===== config.mk =====
export PLATFORM = sky130hd
export DESIGN_NAME = spi_tx_engine
export DESIGN_NICKNAME = d
export VERILOG_FILES = /design/src/rtl/spi_pkg.sv /design/src/rtl/spi_sclk_gen.sv /design/src/rtl/spi_tx_engine.sv
export SDC_FILE = /design/constraint.sdc
export NUM_CORES = 1
export LEC_CHECK = 0
export BUFFER_PORTS_ARGS = -buffer_cell sky130_fd_sc_hd__buf_4
export CAP_MARGIN = 20
export CORE_UTILIZATION = 56
export CTS_CLUSTER_SIZE = 8
export DETAILED_ROUTE_END_ITERATION = 8
export PLACE_DENSITY = 0.78
export SYNTH_ARGS = -nofsm -noshare
export SYNTH_HDL_FRONTEND = slang
export SYNTH_SLANG_ARGS = --single-unit

===== constraint.sdc =====
create_clock -name clk -period 2.3 [get_ports clk]
set_clock_uncertainty 0.15 [all_clocks]
set_input_delay 0.345 -clock clk [delete_from_list [all_inputs] [get_ports clk]]
set_output_delay 0.345 -clock clk [all_outputs]
set_load 0.02 [all_outputs]

===== src/rtl/spi_pkg.sv =====
// Shared definitions for the SPI transmit engine: FSM states, byte width and
// default bus timing/mode parameters.
package spi_pkg;

    localparam int          BYTE_W       = 8;
    localparam int unsigned DIV_DEFAULT  = 4;
    localparam bit          CPOL_DEFAULT = 1'b0;
    localparam bit          CPHA_DEFAULT = 1'b0;
    localparam logic [4:0]  LAST_EDGE    = 5'd15;

    typedef enum logic [2:0] {
        ST_IDLE,
        ST_FETCH,
        ST_LOAD,
        ST_SETUP,
        ST_SHIFT,
        ST_STORE,
        ST_DESEL
    } state_t;

    function automatic logic [BYTE_W-1:0] shift_in(input logic [BYTE_W-1:0] v, input logic b);
        return {v[BYTE_W-2:0], b};
    endfunction

endpackage


===== src/rtl/spi_sclk_gen.sv =====
// Half-period timebase and SCLK level generator. The tick doubles as the
// SETUP/DESEL delay; SCLK only toggles while shift_en is high.
module spi_sclk_gen
    import spi_pkg::*;
#(
    parameter int unsigned DIV  = DIV_DEFAULT,
    parameter bit          CPOL = CPOL_DEFAULT
) (
    input  logic clk,
    input  logic rst,
    input  logic start,
    input  logic stop,
    input  logic shift_en,
    output logic tick,
    output logic lead,
    output logic trail,
    output logic sclk
);

    localparam logic [7:0] RELOAD = 8'(DIV - 1);

    logic [7:0] cnt_reg;
    logic       run_reg;
    logic       sclk_reg;

    assign tick  = run_reg && (cnt_reg == 8'd0);
    assign lead  = tick && shift_en && (sclk_reg == CPOL);
    assign trail = tick && shift_en && (sclk_reg != CPOL);
    assign sclk  = sclk_reg;

    always_ff @(posedge clk) begin
        if (rst) begin
            cnt_reg  <= 8'd0;
            run_reg  <= 1'b0;
            sclk_reg <= CPOL;
        end else if (start) begin
            cnt_reg <= RELOAD;
            run_reg <= 1'b1;
        end else if (stop) begin
            cnt_reg  <= 8'd0;
            run_reg  <= 1'b0;
            sclk_reg <= CPOL;
        end else if (run_reg) begin
            // Reload on terminal count instead of wrapping through 8'hFF.
            cnt_reg <= (cnt_reg == 8'd0) ? RELOAD : cnt_reg - 8'd1;
            if (tick && shift_en) begin
                sclk_reg <= ~sclk_reg;
            end
        end
    end

endmodule


===== src/rtl/spi_tx_engine.sv =====
// SPI master byte engine: pops bytes from a TX FIFO, shifts them out MSB first
// while capturing MISO, and pushes received bytes into an RX FIFO.
module spi_tx_engine
    import spi_pkg::*;
#(
    parameter int unsigned DIV  = DIV_DEFAULT,
    parameter bit          CPOL = CPOL_DEFAULT,
    parameter bit          CPHA = CPHA_DEFAULT
) (
    input  logic              clk,
    input  logic              rst,
    input  logic              enable,
    input  logic              tx_empty,
    output logic              tx_rd,
    input  logic [BYTE_W-1:0] tx_data,
    input  logic              rx_full,
    output logic              rx_wr,
    output logic [BYTE_W-1:0] rx_data,
    output logic              busy,
    output logic              ovf,
    input  logic              ovf_clr,
    output logic              sclk,
    output logic              mosi,
    input  logic              miso,
    output logic              cs_n
);

    state_t            state_reg;
    logic [4:0]        edge_cnt_reg;
    logic [BYTE_W-1:0] tx_sh_reg;
    logic [BYTE_W-1:0] rx_sh_reg;
    logic [BYTE_W-1:0] rx_data_reg;
    logic              cs_n_reg;
    logic              mosi_reg;
    logic              tx_rd_reg;
    logic              ovf_reg;

    logic              tick;
    logic              lead;
    logic              trail;
    logic              gen_start;
    logic              gen_stop;
    logic              shift_en;
    logic              fetch_ok;
    logic [BYTE_W-1:0] rx_sampled;

    assign fetch_ok   = enable && !tx_empty;
    assign rx_sampled = shift_in(rx_sh_reg, miso);
    assign gen_start  = (state_reg == ST_LOAD) || (state_reg == ST_STORE);
    assign gen_stop   = (state_reg == ST_DESEL) && tick;
    assign shift_en   = (state_reg == ST_SHIFT);

    assign tx_rd   = tx_rd_reg;
    assign rx_wr   = (state_reg == ST_STORE) && !rx_full;
    assign rx_data = rx_data_reg;
    assign busy    = (state_reg != ST_IDLE);
    assign ovf     = ovf_reg;
    assign mosi    = mosi_reg;
    assign cs_n    = cs_n_reg;

    spi_sclk_gen #(
        .DIV  (DIV),
        .CPOL (CPOL)
    ) u_sclk_gen (
        .clk      (clk),
        .rst      (rst),
        .start    (gen_start),
        .stop     (gen_stop),
        .shift_en (shift_en),
        .tick     (tick),
        .lead     (lead),
        .trail    (trail),
        .sclk     (sclk)
    );

    always_ff @(posedge clk) begin
        if (rst) begin
            state_reg    <= ST_IDLE;
            edge_cnt_reg <= 5'd0;
            tx_sh_reg    <= '0;
            rx_sh_reg    <= '0;
            rx_data_reg  <= '0;
            cs_n_reg     <= 1'b1;
            mosi_reg     <= 1'b0;
            tx_rd_reg    <= 1'b0;
            ovf_reg      <= 1'b0;
        end else begin
            tx_rd_reg <= 1'b0;
            // A drop in the same cycle as a clear wins.
            if ((state_reg == ST_STORE) && rx_full) begin
                ovf_reg <= 1'b1;
            end else if (ovf_clr) begin
                ovf_reg <= 1'b0;
            end

            case (state_reg)
                ST_IDLE: begin
                    if (fetch_ok) begin
                        state_reg <= ST_FETCH;
                        tx_rd_reg <= 1'b1;
                    end
                end
                ST_FETCH: state_reg <= ST_LOAD;
                ST_LOAD: begin
                    tx_sh_reg <= tx_data;
                    rx_sh_reg <= '0;
                    if (!CPHA) begin
                        mosi_reg <= tx_data[BYTE_W-1];
                    end
                    cs_n_reg  <= 1'b0;
                    state_reg <= ST_SETUP;
                end
                ST_SETUP: begin
                    if (tick) begin
                        state_reg <= ST_SHIFT;
                    end
                end
                ST_SHIFT: begin
                    if ((lead && CPHA) || (trail && !CPHA)) begin
                        mosi_reg  <= CPHA ? tx_sh_reg[BYTE_W-1] : tx_sh_reg[BYTE_W-2];
                        tx_sh_reg <= tx_sh_reg << 1;
                    end
                    if ((lead && !CPHA) || (trail && CPHA)) begin
                        rx_sh_reg <= rx_sampled;
                    end
                    if (tick) begin
                        if (edge_cnt_reg == LAST_EDGE) begin
                            edge_cnt_reg <= 5'd0;
                            // In CPHA=1 the last sample lands on this same edge.
                            rx_data_reg  <= CPHA ? rx_sampled : rx_sh_reg;
                            state_reg    <= ST_STORE;
                        end else begin
                            edge_cnt_reg <= edge_cnt_reg + 5'd1;
                        end
                    end
                end
                ST_STORE: begin
                    if (fetch_ok) begin
                        state_reg <= ST_FETCH;
                        tx_rd_reg <= 1'b1;
                    end else begin
                        state_reg <= ST_DESEL;
                    end
                end
                ST_DESEL: begin
                    if (tick) begin
                        cs_n_reg  <= 1'b1;
                        state_reg <= ST_IDLE;
                    end
                end
                default: state_reg <= ST_IDLE;
            endcase
        end
    end

endmodule

==> flow_metrics.tcl <==
set metrics [dict create \
    outcome "finished, final reports clean" \
    yosys_warnings 0 \
    period_needed_ns 2.18 \
    clk-insertion-delay-late_ns 0.30 \
    cts_root_buffer "clkbuf_8" \
    place_congestion 0.801 \
    cts_buffers 5 \
    power_uw 2670 \
    cts_sinks 45 \
    clockBufferDepth 2 \
    htree_levels 2 \
    timing.final.crit_share 0.946 \
    antenna_found_initial 0 \
    max_clock_freq_mhz 459 \
    finalNetCount 295 \
    power_density_nw_per_um2 1050 \
    row_count 22 \
    ctsHoldBuffers 0 \
    hold_ws_ns 0.152 \
    reg2reg_depth 4 \
    r2r_start "u_sclk_gen.cnt_reg[3]" \
    syn-mean-instance-area_um2 8.64 \
    dp_hpwl_mm 3.12 \
    post_cts_buffers 0 \
    min_path_type "primary input to register" \
    synth_seq_cells 45 \
    grt_usage 0.248 \
    pin_count 30 \
    syn_inst 250 \
    cts_tree "yes" \
    drive_gt1_frac 0.198 \
    grt.overflow.total 0 \
    setup_tns_ns 0 \
    ant_nets 0 \
    utilization 0.690 \
    synthToLayoutAreaGrowth_pct 17.7 \
    fillers 322 \
    worst-path-max-fanout 9 \
    maxSlewHeadroom 0.667 \
    drt_iter0_markers 183 \
    grt_pass1_wl_mm 8.01 \
    place_area_um2 2430 \
    setup_viol 0 \
    tightest_slew_ns 0.498 \
    via_per_inst 5.81 \
    post_cts_resized 0 \
    wl_per_cell_um 14.3 \
    seq_area_um2 901 \
    drt-pass1-iter-count 4 \
    grt_max_degree 41 \
    worstPathArrival_ns 2.20 \
    maxCapViolCount 0 \
    worstSetupPathType "register to register" \
    synth.distinct_cells 46 \
    synthesis.nets 268 \
    vdd_drop_max_uv 563 \
    start_util 0.586 \
    diodes 0 \
    whs_path_depth 3 \
    start_kind "register" \
    die_y_um 64.1 \
    drc 0 \
    rsz0062_at_grt "false" \
    final_area_um2 2540 \
    min_from "ovf_clr" \
    rrSetupSlack_ns 0.12 \
    cts.clk_slew.worst_paths_ns 0.09 \
    vias 1893 \
    dieArea_um2 4110 \
    end_kind "register" \
    portBuffers 29 \
    hold_viol 0 \
    required_ns 2.33 \
    multi_input_area_um2 1160 \
    report.final.slew_viol_count 0 \
    p_leak_uw 0.00101 \
    timing.rr.end "rx_sh_reg[0]" \
    worstHoldEndpoint "ovf" \
    core_um2 3690 \
    die_x_um 64.1 \
    netlist_area_um2 2160 \
    grt_pass1_vias 1774 \
    seq_area_frac_synth 0.417 \
    routed_wl_mm 4.66 \
]
[layout by cell type, fill, tap and decap left out, types with 2 or more instances in the layout]
cell type,count
a21oi_1,24
a22o_1,7
a311oi_1,3
a31oi_1,5
buf_4,38
clkbuf_8,5
dfxtp_1,45
ha_1,3
inv_1,6
mux2i_1,9
nand2_1,15
nand2b_1,6
nand3_1,26
nand3b_1,2
nand4_1,4
nand4b_1,2
nor2_1,23
nor3_1,3
nor3b_1,5
nor4_4,2
o21ai_0,11
or3_1,2
xnor2_1,4
xor2_1,4
[per-layer routing]
metal	global-route usage	part of all wire	vias to the layer above
met5	0	0	-
met4	0.106	0.016	0
met2	0.388	0.47	47
met3	0.0464	0.043	9
li1	-	-	950
met1	0.332	0.47	887
[cell usage after synthesis (all sizes together)]
| library cell | n | area, um^2 |
|---|---|---|
| and4b | 1 | 10.0 |
| nor4 | 3 | 48.8 |
| dfxtp | 45 | 901 |
| xnor2 | 4 | 35.0 |
| nor2 | 23 | 86.3 |
| a31oi | 5 | 31.3 |
| ha | 3 | 37.5 |
| a21oi | 24 | 120 |
| clkbuf | 15 | 56.3 |
| and4bb | 1 | 12.5 |
| or3b | 2 | 17.5 |
| inv | 6 | 22.5 |
| a22o | 7 | 61.3 |
| o32ai | 1 | 16.3 |
| nor2b | 1 | 6.26 |
| buf | 3 | 21.3 |
| or4 | 2 | 18.8 |
| and2b | 1 | 7.51 |
| o311ai | 1 | 8.76 |
| mux2i | 9 | 90.1 |
| and3b | 1 | 8.76 |
| or3 | 2 | 12.5 |
| a311oi | 3 | 26.3 |
| o21bai | 1 | 7.51 |
| and2 | 1 | 6.26 |
| a211oi | 1 | 7.51 |
| nand2 | 15 | 56.3 |
| nor3b | 6 | 50.1 |
| nand4 | 4 | 25.0 |
| nand4b | 2 | 17.5 |
| o21ai | 11 | 55.1 |
| nand3b | 2 | 15.0 |
| or2 | 1 | 6.26 |
| nand3 | 27 | 140 |
| xor2 | 4 | 35.0 |
| nand2b | 6 | 37.5 |
| nor3 | 3 | 15.0 |
| o2111a | 1 | 11.3 |
| a21boi | 1 | 7.51 |
| or4bb | 1 | 11.3 |
[cell families (layout without fill, tap and decap cells)]
family / Yosys count / in the layout / synth area share
compound gates: 56 / 56 / 0.163
xor+xnor: 8 / 8 / 0.0324
fa+ha+maj: 3 / 3 / 0.0174
buf+inv: 24 / 52 / 0.0463
flops: 45 / 45 / 0.417
mux: 9 / 9 / 0.0417
simple gates: 105 / 105 / 0.282
[worst max path at each step]
stage | from | to | slack (ns) | depth (start not counted)
4_1_cts | u_sclk_gen.cnt_reg[3] | rx_sh_reg[0] | 0.12 | 4
3_5_place_dp | u_sclk_gen.cnt_reg[0] | rx_sh_reg[0] | 0.14 | 6
6_report | u_sclk_gen.cnt_reg[3] | rx_sh_reg[0] | 0.12 | 4
5_1_grt | u_sclk_gen.cnt_reg[3] | rx_sh_reg[5] | 0.008 | 4
2_1_floorplan | u_sclk_gen.cnt_reg[0] | rx_sh_reg[0] | 0.22 | 7
3_3_place_gp | u_sclk_gen.cnt_reg[3] | rx_sh_reg[3] | 0.19 | 4
[power by group]
part           leakage (uW)  internal [uW]  switching [uW]  total [uW]
Sequential         0.000365            891            90.5         982
Clock             0.0000543            325             275         600
Combinational      0.000592            419             667        1090
[layout make-up]
cell class,instances,area share
Timing Repair Buffer,38,0.112
Clock inverter,3,0.0182
Multi-Input combinational cell,181,0.456
Clock buffer,5,0.0271
Inverter,6,0.00885
Sequential cell,45,0.354
Tap cell,48,0.0236
[through the flow]
stage,setup WS [ns],std cells
6_report,0.124,326
5_1_grt,0.00832,326
4_1_cts,0.121,326
3_5_place_dp,0.145,318
3_3_place_gp,0.190,318
2_1_floorplan,0.215,250
[worst max-delay path, stage by stage, from the launching register on]
cell     delay [ns]
dfxtp_1        0.39
or4_1          0.69
or4_4          0.64
nand3_1        0.11
a21oi_1        0.07
Power figures use the tool's default switching activity.
